--- src/rtl/result_drain_pkg.sv ---
// ---------------------------------------------------------------------------
// result_drain_pkg
//   Shared definitions for the results-SRAM drain stage:
//     - default geometry of the results SRAM and the output stream
//     - FSM state encoding shared by the top level
//     - helper used to size the per-row beat counter
// ---------------------------------------------------------------------------
package result_drain_pkg;

  // Default geometry. The top level exposes these as overridable parameters.
  localparam int ADDRESSSIZE_DEF    = 10;
  localparam int PARTIAL_SUM_BW_DEF = 24;
  localparam int MATRIX_SIZE_DEF    = 32;
  localparam int LANES_DEF          = 4;

  // Drain sequencer states. The encoding is fixed so that the state value
  // seen on a waveform or debug bus matches the documented numbering.
  typedef enum logic [2:0] {
    ST_IDLE   = 3'd0,
    ST_FETCH  = 3'd1,
    ST_WAIT   = 3'd2,
    ST_STREAM = 3'd3,
    ST_FIN    = 3'd4
  } state_e;

  // Width of a counter that must hold 0 .. beats-1. A single-beat row still
  // gets a 1-bit counter so that no zero-width vector is ever declared.
  function automatic int beat_cnt_width(input int beats);
    return (beats > 1) ? $clog2(beats) : 1;
  endfunction

  localparam int BEATS_PER_ROW_DEF = MATRIX_SIZE_DEF / LANES_DEF;
  localparam int BEAT_W_DEF        = beat_cnt_width(BEATS_PER_ROW_DEF);

endpackage : result_drain_pkg

--- src/rtl/result_drain_row_serializer.sv ---
// ---------------------------------------------------------------------------
// row_serializer
//   Holds one results-SRAM row and presents it as a sequence of LANES-wide
//   beats. The owning FSM decides when a new row is loaded and when the
//   current beat has been accepted; this block only stores and selects.
//
// Ports
//   clk        in   clock, rising edge
//   rst        in   synchronous active-high reset (clears buffer and counter)
//   load       in   capture row_in into the buffer and restart at beat 0
//   row_in     in   full SRAM row, element i at [i*PSUM_BW +: PSUM_BW]
//   advance    in   current beat was accepted downstream; step to the next
//   beat_data  out  current beat, lane j at [j*PSUM_BW +: PSUM_BW]
//   row_last   out  current beat is the final beat of the row
// ---------------------------------------------------------------------------
module row_serializer
  import result_drain_pkg::*;
#(
  parameter int PSUM_BW     = PARTIAL_SUM_BW_DEF,
  parameter int MATRIX_SIZE = MATRIX_SIZE_DEF,
  parameter int LANES       = LANES_DEF
) (
  input  logic                           clk,
  input  logic                           rst,
  input  logic                           load,
  input  logic [PSUM_BW*MATRIX_SIZE-1:0] row_in,
  input  logic                           advance,
  output logic [PSUM_BW*LANES-1:0]       beat_data,
  output logic                           row_last
);

  localparam int BEATS     = MATRIX_SIZE / LANES;
  localparam int BEAT_W    = beat_cnt_width(BEATS);
  localparam int BEAT_BITS = PSUM_BW * LANES;

  // Viewing the row as an array of beats makes lane selection a plain index:
  // beat k covers elements k*LANES .. k*LANES+LANES-1 in their original order.
  logic [BEATS-1:0][BEAT_BITS-1:0] row_d, row_q;
  logic [BEAT_W-1:0]               beat_d, beat_q;

  // NOTE: every combinational output gets a default before any branch;
  // a path that leaves a variable unassigned would infer a latch.
  always_comb begin
    row_d  = row_q;
    beat_d = beat_q;
    if (load) begin
      row_d  = row_in;
      beat_d = '0;
    end else if (advance) begin
      beat_d = row_last ? '0 : beat_q + BEAT_W'(1);
    end
  end

  // NOTE: sequential state uses non-blocking assignments only, so every flop
  // samples the pre-edge value of its neighbours regardless of block order.
  always_ff @(posedge clk) begin
    if (rst) begin
      // NOTE: the row buffer is a register bank, not an SRAM macro, so it is
      // cleared on reset; a stale row must never leak onto out_data.
      row_q  <= '0;
      beat_q <= '0;
    end else begin
      row_q  <= row_d;
      beat_q <= beat_d;
    end
  end

  assign beat_data = row_q[beat_q];
  assign row_last  = (beat_q == BEAT_W'(BEATS - 1));

endmodule : row_serializer

--- src/rtl/result_drain.sv ---
// ---------------------------------------------------------------------------
// result_drain
//   Read-out stage for the results SRAM written by the systolic array.
//   A start command latches a base row address and a row count; the block
//   then fetches each row (1-cycle synchronous SRAM read), and streams it out
//   as MATRIX_SIZE/LANES beats on a valid/ready interface. The row address
//   wraps modulo 2^ADDRESSSIZE. done pulses once, the cycle after the final
//   beat is accepted (or the cycle after start when row_count is zero).
//
// Ports
//   clk           in   clock, rising edge
//   rst           in   synchronous active-high reset; aborts any transfer
//   start         in   one-cycle command, honoured only while idle
//   base_addr     in   first row address, sampled on an accepted start
//   row_count     in   rows to drain (0 .. 2^ADDRESSSIZE), sampled on start
//   rd_en         out  results-SRAM read strobe
//   rd_addr       out  results-SRAM read address (0 when not reading)
//   rd_data       in   SRAM row, valid the cycle after rd_en
//   out_valid     out  beat valid
//   out_ready     in   downstream accept
//   out_data      out  beat payload, LANES elements
//   out_row_last  out  final beat of the current row
//   out_last      out  final beat of the final row
//   busy          out  high from accepted start through the done cycle;
//                      the top-level address mux selects rd_addr while high
//   done          out  one-cycle completion pulse
// ---------------------------------------------------------------------------
module result_drain
  import result_drain_pkg::*;
#(
  parameter int ADDRESSSIZE    = ADDRESSSIZE_DEF,
  parameter int PARTIAL_SUM_BW = PARTIAL_SUM_BW_DEF,
  parameter int MATRIX_SIZE    = MATRIX_SIZE_DEF,
  parameter int LANES          = LANES_DEF
) (
  input  logic                                clk,
  input  logic                                rst,
  input  logic                                start,
  input  logic [ADDRESSSIZE-1:0]              base_addr,
  input  logic [ADDRESSSIZE:0]                row_count,
  output logic                                rd_en,
  output logic [ADDRESSSIZE-1:0]              rd_addr,
  input  logic [PARTIAL_SUM_BW*MATRIX_SIZE-1:0] rd_data,
  output logic                                out_valid,
  input  logic                                out_ready,
  output logic [PARTIAL_SUM_BW*LANES-1:0]     out_data,
  output logic                                out_row_last,
  output logic                                out_last,
  output logic                                busy,
  output logic                                done
);

  localparam int ROWS_W = ADDRESSSIZE + 1;

  state_e                 state_d, state_q;
  logic [ADDRESSSIZE-1:0] addr_d, addr_q;    // address of the row in flight
  logic [ROWS_W-1:0]      rows_d, rows_q;    // rows left, including current

  logic                            ser_load;
  logic                            ser_advance;
  logic [PARTIAL_SUM_BW*LANES-1:0] ser_data;
  logic                            ser_row_last;
  logic                            last_row;

  row_serializer #(
    .PSUM_BW     (PARTIAL_SUM_BW),
    .MATRIX_SIZE (MATRIX_SIZE),
    .LANES       (LANES)
  ) u_row_serializer (
    .clk       (clk),
    .rst       (rst),
    .load      (ser_load),
    .row_in    (rd_data),
    .advance   (ser_advance),
    .beat_data (ser_data),
    .row_last  (ser_row_last)
  );

  // The row currently streaming is the final one when only it remains.
  assign last_row = (rows_q == ROWS_W'(1));

  // Next-state and control decode. All strobes are decoded from the
  // registered state, so every output is glitch-free relative to the edge
  // and returns to 0 in the cycle after a reset.
  always_comb begin
    state_d     = state_q;
    addr_d      = addr_q;
    rows_d      = rows_q;
    ser_load    = 1'b0;
    ser_advance = 1'b0;
    rd_en       = 1'b0;
    out_valid   = 1'b0;
    done        = 1'b0;

    unique case (state_q)
      ST_IDLE: begin
        if (start) begin
          addr_d  = base_addr;
          rows_d  = row_count;
          // An empty range still reports completion through FIN.
          state_d = (row_count == '0) ? ST_FIN : ST_FETCH;
        end
      end

      ST_FETCH: begin
        rd_en   = 1'b1;
        state_d = ST_WAIT;
      end

      ST_WAIT: begin
        // rd_data is valid this cycle (read issued in FETCH).
        ser_load = 1'b1;
        state_d  = ST_STREAM;
      end

      ST_STREAM: begin
        out_valid = 1'b1;
        if (out_ready) begin
          ser_advance = 1'b1;
          if (ser_row_last) begin
            rows_d  = rows_q - ROWS_W'(1);
            // Natural overflow of the address register gives the wrap.
            addr_d  = addr_q + ADDRESSSIZE'(1);
            state_d = last_row ? ST_FIN : ST_FETCH;
          end
        end
      end

      ST_FIN: begin
        done    = 1'b1;
        state_d = ST_IDLE;
      end

      default: state_d = ST_IDLE;
    endcase
  end

  always_ff @(posedge clk) begin
    if (rst) begin
      state_q <= ST_IDLE;
      addr_q  <= '0;
      rows_q  <= '0;
    end else begin
      state_q <= state_d;
      addr_q  <= addr_d;
      rows_q  <= rows_d;
    end
  end

  // Output qualification: payload and framing flags are forced to 0 outside
  // STREAM so the bus is quiet between rows. Inside STREAM they come straight
  // from the buffer, which only changes on a handshake or a load, so they
  // hold steady under backpressure.
  assign busy         = (state_q != ST_IDLE);
  assign rd_addr      = rd_en ? addr_q : '0;
  assign out_data     = out_valid ? ser_data : '0;
  assign out_row_last = out_valid & ser_row_last;
  assign out_last     = out_row_last & last_row;

endmodule : result_drain

--- config.mk ---
export PLATFORM = sky130hd
export DESIGN_NAME = result_drain
export DESIGN_NICKNAME = d
export VERILOG_FILES = /design/src/rtl/result_drain_pkg.sv /design/src/rtl/result_drain_row_serializer.sv /design/src/rtl/result_drain.sv
export SDC_FILE = /design/constraint.sdc
export NUM_CORES = 2
export LEC_CHECK = 0
export CAP_MARGIN = 20
export CORE_AREA = 10 10 340 342
export DETAILED_ROUTE_END_ITERATION = 7
export DIE_AREA = 0 0 350 352
export DONT_BUFFER_PORTS = 1
export GPL_ROUTABILITY_DRIVEN = 0
export PLACE_DENSITY = 0.44
export SLEW_MARGIN = 20
export SYNTH_ARGS = -nofsm -noshare
export SYNTH_HDL_FRONTEND = slang
export SYNTH_SLANG_ARGS = --single-unit
--- constraint.sdc ---
create_clock -name clk -period 2.1 [get_ports clk]
set_input_delay 0.42 -clock clk [delete_from_list [all_inputs] [get_ports clk]]
set_output_delay 0.42 -clock clk [all_outputs]
set_load 0.03 [all_outputs]
# ---- Yosys cells after proc, flatten, opt, wreduce, memory -nomap -nowiden
# Index checks and enable logic that the tools add are counted.
dict set report totals {
  ff_bits 795
  out_inout_bits 112
  word_cells 59
}
dict set report classes {
  bitwise 2
  n_addsub 3
  eq_ne 9
  reduce_logical 7
  magnitude_cmp 1
  muxes 25
}
# op count
set ops {}
lappend ops {{binary-select mux 96 bit (select 3 bit)} 1}
lappend ops {{two-way mux 96 bit} 2}
lappend ops {{two-way mux 10 bit} 4}
lappend ops {{two-way mux 11 bit} 3}
lappend ops {{one-hot mux 11 bit (2 select lines)} 1}
lappend ops {{one-hot mux 10 bit (2 select lines)} 1}
lappend ops {{two-way mux 3 bit} 6}
lappend ops {{one-hot mux 3 bit (4 select lines)} 1}
lappend ops {{== test 11 x 1 -> 1 bit (second input constant)} 1}
lappend ops {{zero test 11 bit} 1}
lappend ops {{subtractor 11 x 1 -> 11 bit (second input constant)} 1}
lappend ops {{adder 10 x 1 -> 10 bit (second input constant)} 1}
lappend ops {{== test 3 x 2 -> 1 bit (second input constant)} 2}
lappend ops {{== test 3 bit (second input constant)} 2}
lappend ops {{two-way mux 1 bit} 6}
lappend ops {{inequality test 2 bit (second input constant)} 3}
lappend ops {{less-than comparator 3 x 4 -> 1 bit (second input constant)} 1}
lappend ops {{AND reduction 4 bit} 1}
lappend ops {{adder 3 x 1 -> 3 bit (second input constant)} 1}
lappend ops {{== test 3 x 1 -> 1 bit (second input constant)} 1}
lappend ops {{zero test 3 bit} 1}
lappend ops {{AND reduction 3 bit} 1}
lappend ops {{nonzero test 3 bit} 1}
lappend ops {{AND 1 bit} 2}
lappend ops {{2 further kinds} 2}

# ---- Depth between registers and ports, before layout
dict set report depth {
  word_depth 5
  mapped_depth 9
}

# ---- Cells and area by module
# A second synthesis with hierarchy kept.
dict set report hier_totals {
  cells_unflattened 3156
  hier_area_um2 34977.3
}
# mod area_each_um2 seq_area_each_um2 cells_per_inst n_inst
set by_module_without_submodules {}
lappend by_module_without_submodules {row_serializer 32595.0 15434.8 2831 1}
lappend by_module_without_submodules {result_drain 2382.3 480.5 325 1}

# ---- Worst setup path after synthesis
# Ideal clock, no wire load.
dict set report synth_path {
  path_kind {register to output}
  from {reg u_row_serializer.beat_q[0]}
  to {out out_data[37]}
  required_time_ps 1680
  stages_incl_launch_ff 7
  path_slack_ps -2
  n_path_buf 3
  arrival_time_ps 1682
  path_cell_list {dfxtp_1 > buf_2 > buf_4 > buf_2 > mux4_2 > mux2i_1 > nor2_1}
}
dict set report synth_via {
  elab_chain_len 3
}
# element line
set synth_lines {}
lappend synth_lines {{start: declaration} result_drain_row_serializer.sv:39} ;# logic [BEAT_W-1:0] beat_d, beat_q;
lappend synth_lines {{start signal: assignment} result_drain_row_serializer.sv:64} ;# beat_q <= beat_d;
lappend synth_lines {{binary-select mux 96 bit (select 3 bit)} result_drain_row_serializer.sv:68} ;# assign beat_data = row_q[beat_q];
lappend synth_lines {{two-way mux 96 bit (implied by the code)} result_drain_row_serializer.sv:68}
lappend synth_lines {{two-way mux 96 bit} result_drain.sv:156} ;# assign out_data = out_valid ? ser_data : '0;
lappend synth_lines {{end: declaration} result_drain.sv:46} ;# output logic [PARTIAL_SUM_BW*LANES-1:0] out_data,
# Every way passes these cells. The select of a mux whose other input is x is not followed.

# ---- Worst setup path after layout
dict set report layout_path {
  from {reg u_row_serializer.beat_q[0]}
  to {out out_data[65]}
}
# Same word-level chain as after synthesis.

==> metrics.txt <==
Port-buffer cells 0; Die ar. 123200 sq um; first-pass GRT wire length 213.4 mm; number of setup violations in the final report 111; clk slew on worst S/H paths 0.06 ns; status complete, but fails checks; Die H 352 microns; combinational family with the most area after synthesis simple AND/OR/NAND/NOR gates; Max Cap Viol 0; CP endpoint kind output port; antenna violations before repair 27; RSZ-0062 raised after global routing true; die width 350 microns; Setup CP Type flop to output port; number of global-route vias before repair 32580; overall global routing resource usage 22.59%; initial DRC count 2412; Final nets 5626; Critical Path RT 1.68 ns; Mapped Nets 4807; Starting Density 31.41%; post-synthesis compound-gate area fraction 12.60%; Final Power 0.03891 W; period utilization 136.9%; Mapped Area 34100 sq um; mux share of post-synthesis cell area 15.62%; CTS buffer count 93; worst r2r path cells 8; Clock Skew 0.02536 ns; cells after synthesis 4009; EDFF count, synth 0; R2R Setup Slk -0.11 ns; Slew headroom 41.48%; filler instances 10440; Max Slew Vio Count 0; hold slack -0.007915 ns; Synth Area in Simple Gates 19.85%; IO Pins 905; Area growth, synth to finish 43.64%; Worst Tran Pin Value 0.8778 ns; share of the yosys chip area belonging to registers 46.68%; Critical R2R Launch u_row_serializer.beat_q[0]; CTS tree built; hold worst-path end rows_q[0]; final worst path period need 2.876 ns; Fmax achieved 347.8 MHz; DP HPWL 105.2 mm; worst hold-check path type input pin to flop; DR vias 32290; layout cells sized above 1 14.56%; clock root buffer master clkbuf_16; H-tree levels 3; CTS sink count 795; area of the core 108600 sq um; remaining antenna violation count after routing 0; commonest non-fill, non-tap cell in the layout nand2_1; Worst VDD drop 0.0005500 V; Final Hold Viols 1; Adder-Cell Fraction of Synth Area 0.1835%; Worst Hold Depth 2; Worst-Skew Late Latency 0.67 ns; drt via density 5.092; leakage power 17.00 nW; hold path start row_count[0]; Rows 121; CP arrival 2.46 ns; final setup margin -0.7756 ns; Clock Path Buffers 3; Yosys warnings 0; Final Core Density 45.12%; GRT overflow 0; critical-path maximum fanout 9; Synth Area in XOR/XNOR 0%; failing checks negative hold slack, negative setup slack; Avg WL per Cell 23.65 microns; dominant synthesized flop cell dfxtp_1; largest net degree at the start of global routing 794; Pre-antenna DRT Iters 7; Routed WL 150.0 mm; power density over the cells 794.5 nW/um^2; DR DRC count 0; Seq cells post-synth 795; startpoint types flop; Unique masters post-synth 61; terminus of the critical flop-to-flop path addr_q[9]; mean area per synthesized cell 8.505 sq um; Async SR Flop Fraction 0%; most frequent cells in the layout nand2_1 (1556), dfxtp_1 (789), a21oi_1 (785)
==> layer usage <==
metal  part of all wire, %  GRT usage, %  up-vias  routed length [microns]
met5                 0.046             0        -                       69
met4                   3.6         8.479       12                     5410
met2                    48         37.86     1159                    72690
met3                   6.6         4.843      288                     9921
li1                      -             -    15200                        -
met1                    41         28.15    15630                    61920
==> synthesized netlist by cell type (all sizes together) (3+ instances only) <==
master / instances / area share (%)
a211oi: 3 / 0.066
a21oi: 787 / 12
and2: 19 / 0.35
and3: 3 / 0.055
buf: 172 / 3.2
clkbuf: 165 / 1.8
dfxtp: 795 / 47
ha: 5 / 0.18
inv: 7 / 0.077
mux2i: 99 / 2.9
mux4: 192 / 13
nand2: 1556 / 17
nand3: 9 / 0.13
nand4: 5 / 0.11
nand4b: 3 / 0.077
nor2: 107 / 1.2
nor3: 10 / 0.15
nor3b: 4 / 0.088
nor4: 4 / 0.073
o21ai: 21 / 0.31
or3: 3 / 0.070
or4: 4 / 0.088
==> state kept, by name, indices dropped and copies added, names as in the netlist <==
register and flops:
state_q 3, u_row_serializer.row_q 768, u_row_serializer.beat_q 3, addr_q 10, rows_q 11
==> through the flow <==
stage / setup slack [ns] / instances / hold slack [ns] / cell area (sq um) / setup TNS, ns
after floorplan: -0.002356 / 4009 / 0.4331 / 34100 / -0.07064
after global routing: -0.8778 / 6329 / 0.007868 / 48940 / -78.91
after detailed placement: -0.3853 / 5332 / 0.4431 / 36690 / -4.332
final: -0.7756 / 6342 / -0.007915 / 48970 / -68.32
after global placement: -0.4233 / 5332 / 0.4393 / 36690 / -3.363
after CTS: -0.8265 / 6267 / -0.1392 / 48000 / -77.50
==> layout make-up <==
type | instances | area (sq um) | area share, %
multi-input combinational | 2870 | 16760 | 34.22
inverter | 7 | 38.79 | 0.07920
timing repair buffer | 1061 | 11260 | 22.99
clock inverter | 31 | 422.9 | 0.8635
clock buffer | 132 | 2709 | 5.531
tap | 1414 | 1769 | 3.612
antenna | 32 | 80.08 | 0.1635
sequential | 795 | 15940 | 32.54
==> logic make-up (layout without fill, tap and decap cells) <==
group,count (synthesis),in the layout
flops,795,795
simple gates,1738,1738
fa+ha+maj,5,5
compound gates,835,835
mux,292,292
buf+inv,344,1231
other cells,0,32
==> worst max-delay path by stage <==
stage	slack [ns]	start	end
after global placement	-0.42	u_row_serializer.beat_q[0]	out_data[92]
after CTS	-0.83	u_row_serializer.beat_q[0]	out_data[5]
final	-0.78	u_row_serializer.beat_q[0]	out_data[65]
after detailed placement	-0.39	u_row_serializer.beat_q[0]	out_data[92]
after global routing	-0.88	u_row_serializer.beat_q[0]	out_data[46]
after floorplan	-0.002	u_row_serializer.beat_q[0]	out_data[37]
==> report_power, final <==
group	total (W)	internal [W]	leakage, nW	switching [W]
Sequential	0.0166	0.0160	6.47	0.000595
Clock	0.0168	0.0101	1.53	0.00673
Combinational	0.00553	0.00263	9.00	0.00290
==> critical path, stage by stage, from the launching register on <==
cell and delay, ns:
dfxtp_4 0.39, buf_12 0.20, buf_12 0.15, buf_16 0.12, mux4_2 0.48, mux2i_1 0.18
nor2_1 0.06, buf_4 0.19
==> repair_timing <==
action,in CTS,in global routing
endpoints found under the setup margin,121,335
buffers inserted,13,16
pin swaps,1,10
gates cloned,7,8
gates resized for setup,78,89
endpoints found under the hold margin,784,63
hold buffers,753,17
Power figures use the tool's default switching activity.
